`src/rtl/abro_pkg.sv`:
```
// Shared types and constants for the ABRO stimulus sequencer.
package abro_pkg;

  // FSM state encoding; value 7 is unused and recovers to IDLE
  typedef enum logic [2:0] {
    ST_IDLE   = 3'd0,
    ST_RST    = 3'd1,
    ST_EV1    = 3'd2,
    ST_GAP    = 3'd3,
    ST_EV2    = 3'd4,
    ST_WAIT   = 3'd5,
    ST_REPORT = 3'd6
  } state_t;

  // Run modes
  localparam logic [1:0] MODE_AB     = 2'b00;
  localparam logic [1:0] MODE_BA     = 2'b01;
  localparam logic [1:0] MODE_SIM    = 2'b10;
  localparam logic [1:0] MODE_A_ONLY = 2'b11;

  // Default timing
  localparam int unsigned TIMEOUT_DEF  = 8;
  localparam int unsigned R_CYCLES_DEF = 2;

  // Modes that issue two separate events with a programmable gap between them
  function automatic logic mode_two_events(input logic [1:0] m);
    return (m == MODE_AB) || (m == MODE_BA);
  endfunction

endpackage

```
`src/rtl/abro_seq_timer.sv`:
```
// Loadable down-counter with zero flag, shared by the RST, GAP and WAIT phases.
module abro_seq_timer #(
  parameter int unsigned W = 4
) (
  input  logic         clk,
  input  logic         reset_n,
  input  logic         load,
  input  logic [W-1:0] load_val,
  input  logic         dec,
  output logic [W-1:0] count,
  output logic         zero
);

  // Load takes priority; decrement saturates at zero
  always_ff @(posedge clk) begin
    if (!reset_n) begin
      count <= '0;
    end else if (load) begin
      count <= load_val;
    end else if (dec && (count != '0)) begin
      count <= count - W'(1);
    end
  end

  assign zero = (count == '0);

endmodule

```
`src/rtl/abro_event_sequencer.sv`:
```
// ABRO initiator: resets the responder, issues A/B events, times the O response
// and reports pass/fail plus latency for each run.
module abro_event_sequencer
  import abro_pkg::*;
#(
  parameter int unsigned GAP_W    = 4,
  parameter int unsigned LAT_W    = 4,
  parameter int unsigned TIMEOUT  = TIMEOUT_DEF,
  parameter int unsigned R_CYCLES = R_CYCLES_DEF
) (
  input  logic             clk,
  input  logic             reset_n,
  input  logic             start,
  input  logic [1:0]       mode,
  input  logic [GAP_W-1:0] gap,
  input  logic             o_in,
  output logic             r_n_out,
  output logic             a_out,
  output logic             b_out,
  output logic             busy,
  output logic             done,
  output logic             pass,
  output logic [LAT_W-1:0] latency,
  output logic [2:0]       state
);

  localparam int unsigned CNT_W = (GAP_W > LAT_W) ? GAP_W : LAT_W;

  state_t             state_q, state_d;
  logic [1:0]         mode_q;
  logic [GAP_W-1:0]   gap_q;

  logic               tmr_load, tmr_dec, tmr_zero;
  logic [CNT_W-1:0]   tmr_load_val, tmr_count;

  logic               accept;
  logic               set_result;
  logic               pass_d;
  logic [LAT_W-1:0]   latency_d;

  logic               r_n_d, a_d, b_d, done_d;

  abro_seq_timer #(.W(CNT_W)) u_timer (
    .clk      (clk),
    .reset_n  (reset_n),
    .load     (tmr_load),
    .load_val (tmr_load_val),
    .dec      (tmr_dec),
    .count    (tmr_count),
    .zero     (tmr_zero)
  );

  // State register
  always_ff @(posedge clk) begin
    if (!reset_n) begin
      state_q <= ST_IDLE;
    end else begin
      state_q <= state_d;
    end
  end

  // Next-state, timer control and run result
  // Each timed phase loads N-1 and leaves on the zero flag, so it lasts N cycles.
  // In WAIT the remaining count including the current cycle is count+1, which
  // makes the latency TIMEOUT - (count+1) + 1 = TIMEOUT - count.
  always_comb begin
    state_d      = state_q;
    tmr_load     = 1'b0;
    tmr_dec      = 1'b0;
    tmr_load_val = '0;
    accept       = 1'b0;
    set_result   = 1'b0;
    pass_d       = 1'b0;
    latency_d    = '0;
    case (state_q)
      ST_IDLE: begin
        if (start) begin
          accept       = 1'b1;
          state_d      = ST_RST;
          tmr_load     = 1'b1;
          tmr_load_val = CNT_W'(R_CYCLES - 1);
        end
      end
      ST_RST: begin
        if (tmr_zero) state_d = ST_EV1;
        else          tmr_dec = 1'b1;
      end
      ST_EV1: begin
        if (o_in) begin
          state_d    = ST_REPORT;
          set_result = 1'b1;
        end else if (!mode_two_events(mode_q)) begin
          state_d      = ST_WAIT;
          tmr_load     = 1'b1;
          tmr_load_val = CNT_W'(TIMEOUT - 1);
        end else if (gap_q != '0) begin
          state_d      = ST_GAP;
          tmr_load     = 1'b1;
          tmr_load_val = CNT_W'(gap_q) - CNT_W'(1);
        end else begin
          state_d = ST_EV2;
        end
      end
      ST_GAP: begin
        if (o_in) begin
          state_d    = ST_REPORT;
          set_result = 1'b1;
        end else if (tmr_zero) begin
          state_d = ST_EV2;
        end else begin
          tmr_dec = 1'b1;
        end
      end
      ST_EV2: begin
        if (o_in) begin
          state_d    = ST_REPORT;
          set_result = 1'b1;
        end else begin
          state_d      = ST_WAIT;
          tmr_load     = 1'b1;
          tmr_load_val = CNT_W'(TIMEOUT - 1);
        end
      end
      ST_WAIT: begin
        if (o_in) begin
          state_d    = ST_REPORT;
          set_result = 1'b1;
          pass_d     = (mode_q != MODE_A_ONLY);
          latency_d  = pass_d ? (LAT_W'(TIMEOUT) - LAT_W'(tmr_count)) : '0;
        end else if (tmr_zero) begin
          state_d    = ST_REPORT;
          set_result = 1'b1;
          pass_d     = (mode_q == MODE_A_ONLY);
        end else begin
          tmr_dec = 1'b1;
        end
      end
      ST_REPORT: state_d = ST_IDLE;
      default:   state_d = ST_IDLE;
    endcase
  end

  // Output decode from the upcoming state so the registered pulses align with it
  always_comb begin
    a_d    = 1'b0;
    b_d    = 1'b0;
    r_n_d  = (state_d != ST_RST);
    done_d = (state_d == ST_REPORT);
    case (state_d)
      ST_EV1: begin
        a_d = (mode_q != MODE_BA);
        b_d = (mode_q == MODE_BA) || (mode_q == MODE_SIM);
      end
      ST_EV2: begin
        a_d = (mode_q == MODE_BA);
        b_d = (mode_q == MODE_AB);
      end
      default: ;
    endcase
  end

  // Registered responder stimulus and done pulse
  always_ff @(posedge clk) begin
    if (!reset_n) begin
      r_n_out <= 1'b1;
      a_out   <= 1'b0;
      b_out   <= 1'b0;
      done    <= 1'b0;
    end else begin
      r_n_out <= r_n_d;
      a_out   <= a_d;
      b_out   <= b_d;
      done    <= done_d;
    end
  end

  // Run context and held result
  always_ff @(posedge clk) begin
    if (!reset_n) begin
      mode_q  <= MODE_AB;
      gap_q   <= '0;
      pass    <= 1'b0;
      latency <= '0;
    end else if (accept) begin
      mode_q  <= mode;
      gap_q   <= gap;
      pass    <= 1'b0;
      latency <= '0;
    end else if (set_result) begin
      pass    <= pass_d;
      latency <= latency_d;
    end
  end

  assign busy  = (state_q != ST_IDLE);
  assign state = state_q;

endmodule

```
`config.mk`:
```
export PLATFORM = sky130hd
export DESIGN_NAME = abro_event_sequencer
export DESIGN_NICKNAME = d
export VERILOG_FILES = /design/src/rtl/abro_pkg.sv /design/src/rtl/abro_seq_timer.sv /design/src/rtl/abro_event_sequencer.sv
export SDC_FILE = /design/constraint.sdc
export NUM_CORES = 1
export LEC_CHECK = 0
export BUFFER_PORTS_ARGS = -buffer_cell sky130_fd_sc_hd__buf_2
export CORE_MARGIN = 4
export CORE_UTILIZATION = 45
export CTS_CLUSTER_SIZE = 24
export DETAILED_ROUTE_END_ITERATION = 10
export GPL_ROUTABILITY_DRIVEN = 0
export GPL_TIMING_DRIVEN = 0
export PLACE_DENSITY = 0.67
export SETUP_SLACK_MARGIN = 0.4
export SLEW_MARGIN = 10
export SYNTH_ARGS = -nofsm -noshare
export SYNTH_HDL_FRONTEND = slang
export SYNTH_HIERARCHICAL = 1
export SYNTH_SLANG_ARGS = --single-unit
```
`constraint.sdc`:
```
create_clock -name clk -period 2.9 [get_ports clk]
set_input_delay 0.145 -clock clk [delete_from_list [all_inputs] [get_ports clk]]
set_output_delay 0.145 -clock clk [all_outputs]
set_load 0.02 [all_outputs]
```
==> results.md <==
- # rows: 18
- Clock skew: 0.002595 ns
- GRT Residual Overflow: 0
- Yosys warns: 6
- Htree depth: 1
- CTS sink count: 22
- Slew Limit Fails: 0
- Transition time of the tightest slew-check pin: 0.4456 ns
- Setup WS post-layout: 0.6283 ns
- PwrDens: 940.5 nW/um^2
- FFs w/ async S/R, synth: 0%
- Post-route cell area: 1444 sq um
- Final Hold Fails: 0
- Vert. Die Dim: 60.76 microns
- Die area: 3691 sq um
- Routed via count: 1,090
- Maximum VDD drop: 0.5700 mV
- Area growth, synth to finish: 15.28%
- Seq/Total Area, Yosys: 35.16%
- Root Driver: clkbuf_4
- Slowest CP cell: dfxtp_1
- Initial antenna violation count: 0
- Cell Area, Synth: 1252 sq um
- Critical path capture point type: flip-flop
- Initial Util: 48.78%
- Tot Pwr: 1.358 mW
- Hold path depth: 3
- Hold path endpoint: mode_q[0]
- Wire length after detailed routing: 2457 microns
- Crit path DAT: 2.48 ns
- Clock buffer count from CTS: 3
- # hold bufs at CTS: 0
- Final Non-Filler Cells: 206
- Placeable Area: 2567 sq um
- CTS tree: done
- Max cap viols: 0
- EDFF count, synth: 0
- Setup tns final: 0 ns
- Share of layout cells above drive strength 1: 22.16%
- Drt wl/cell: 11.93 microns
- 1st-iter DRT viols: 32
- Seq cells post-synth: 22
- Post-DRT Antenna Nets: 0
- Top Family by Delay on Critical Path: simple AND/OR/NAND/NOR gates
- Fin crit period: 2.272 ns
- Worst-path clk slew: 0.12 ns
- Static leakage: 0.6079 nW
- Final nets: 192
- Overall Global Routing Usage: 15.08%
- Hold Crit Start: mode[0]
- Critical-path cell list: inv_1 > ha_1 > or3b_4 > clkinv_2 > nand2b_1 > nor2_4 > nor4b_2 > mux2i_1 > a21oi_1
- FMAX: 440.2 MHz
- First-pass GRT wire length: 4146 microns
- Cells after synthesis: 150
- Clk buf depth: 2
- DPL Wire Length: 1908 microns
- Final setup vio count: 0
- Io pins: 23
- Main synth FF type: dfxtp_1
- Vias/cell: 5.291
- R2R cell count: 9
- Commonest non-fill, non-tap cell in the layout: buf_2
- Vias in the first global route: 923
- Rel. slew slack: 70.06%
- Critical path class: flip-flop to flip-flop
- Hold slack: 0.07847 ns
- RSZ-0062 raised after global routing: no
- Hold WC Path Type: input pin to flip-flop
- Worst Setup Start Kind: flip-flop
- Worst Path Max Fanout: 7
- Setup Fix Bufs, Post-CTS: 0
- CTS resizes: 0
- Layout Utilization: 56.24%
- Worst slack at placement: 0.4973 ns
- Distinct cells, synth: 45
- Ant diodes: 0
- Reg-to-reg critical path startpoint: u_timer/count[0]
- Largest net degree at the start of global routing: 13
- FF-to-FF End: u_timer/count[3]
- DRC violation count after routing: 0
- Iteration count of the initial detailed-routing pass: 4
- Worst path max stage delay: 0.47 ns
- Critical path required time: 3.10 ns
- Commonest non-fill, non-tap cells in the layout: 25 x buf_2, 22 x dfxtp_1, 14 x nor2_1
- Post-Syn Nets: 165
- Placed insts: 202
- Post-placement cell area: 1400 sq um
- Outcome: complete, no violations
- PortBufs: 22
- R2r setup slk: 0.63 ns
- Worst-Skew Late Latency: 0.31 ns
- Chip width: 60.76 microns
- Mean Syn Cell Area: 8.350 sq um
- Crit path buffers/inverters: 2
- Crit share post-route: 78.34%
## cells by family after synthesis
family	after synthesis	share of synthesized area (%)
and+or+nand+nor	71	32.07
AOI/OAI and AO/OA	29	16.58
DFF	22	35.16
buffers and inverters	15	4.993
adders and majority gates	6	5.794
muxes	5	3.996
xor gates and xnor gates	2	1.399
## worst reg2reg max path: cells and delay by family, from the launching register on
kind	cells	cell delay (ns)
adders and majority gates	1	0.24
buffers and inverters	2	0.19
and+or+nand+nor	4	0.96
AOI/OAI and AO/OA	1	0.08
muxes	1	0.22
DFF	1	0.47
## flip-flops by register name, indices dropped and copies added (netlist names)
signal         count
pass               1
r_n_out            1
mode_q             2
u_timer/count      4
gap_q              4
state              3
latency            4
b_out              1
a_out              1
done               1
## power by group
part | internal, mW | switching [mW]
Clock | 0.0767 | 0.0918
Combinational | 0.307 | 0.442
Sequential | 0.375 | 0.0661
## layout make-up
| type | count | area [sq um] |
|---|---|---|
| inverters | 10 | 38.79 |
| repair buffers | 22 | 110.1 |
| clock buffers | 4 | 36.28 |
| multi-input cells | 113 | 757.0 |
| fillers | 255 | 1124 |
| flip-flops and latches | 22 | 440.4 |
| plain buffers | 5 | 23.77 |
| well taps | 30 | 37.54 |
## metal layers
metal	track usage [%]	up-vias	wire length (microns)
li1	-	580	-
met1	20.59	487	1237
met2	22.14	19	1039
met3	3.617	4	131
met4	7.430	0	48
met5	0	-	0
## Yosys cell counts (all sizes together) (2+ instances only)
cell,count,share of area (%)
or4,2,1.5
nor2b,12,6.0
buf,3,1.2
o21a,2,1.2
o21ai,8,3.5
nor2,15,4.5
nand2,10,3.0
a311oi,2,1.9
ha,5,5.0
mux2i,5,4.0
nand3b,2,1.2
nand2b,5,2.5
a22o,4,2.8
and2,3,1.5
a21oi,6,2.4
nand3,7,2.8
dfxtp,22,35
clkbuf,2,0.70
nand4,3,1.5
nor3,4,1.6
inv,9,2.7
## worst max-delay path by stage
stage                                 from          endpoint  depth (start not counted)
after floorplan           u_timer/count[0]  u_timer/count[3]                          9
after global placement    u_timer/count[0]  u_timer/count[3]                          9
after detailed placement  u_timer/count[0]  u_timer/count[3]                          9
after CTS                 u_timer/count[0]  u_timer/count[3]                          9
after global routing      u_timer/count[0]  u_timer/count[3]                          9
final                     u_timer/count[0]  u_timer/count[3]                          9
No activity file was read; power rests on OpenSTA's default activity.
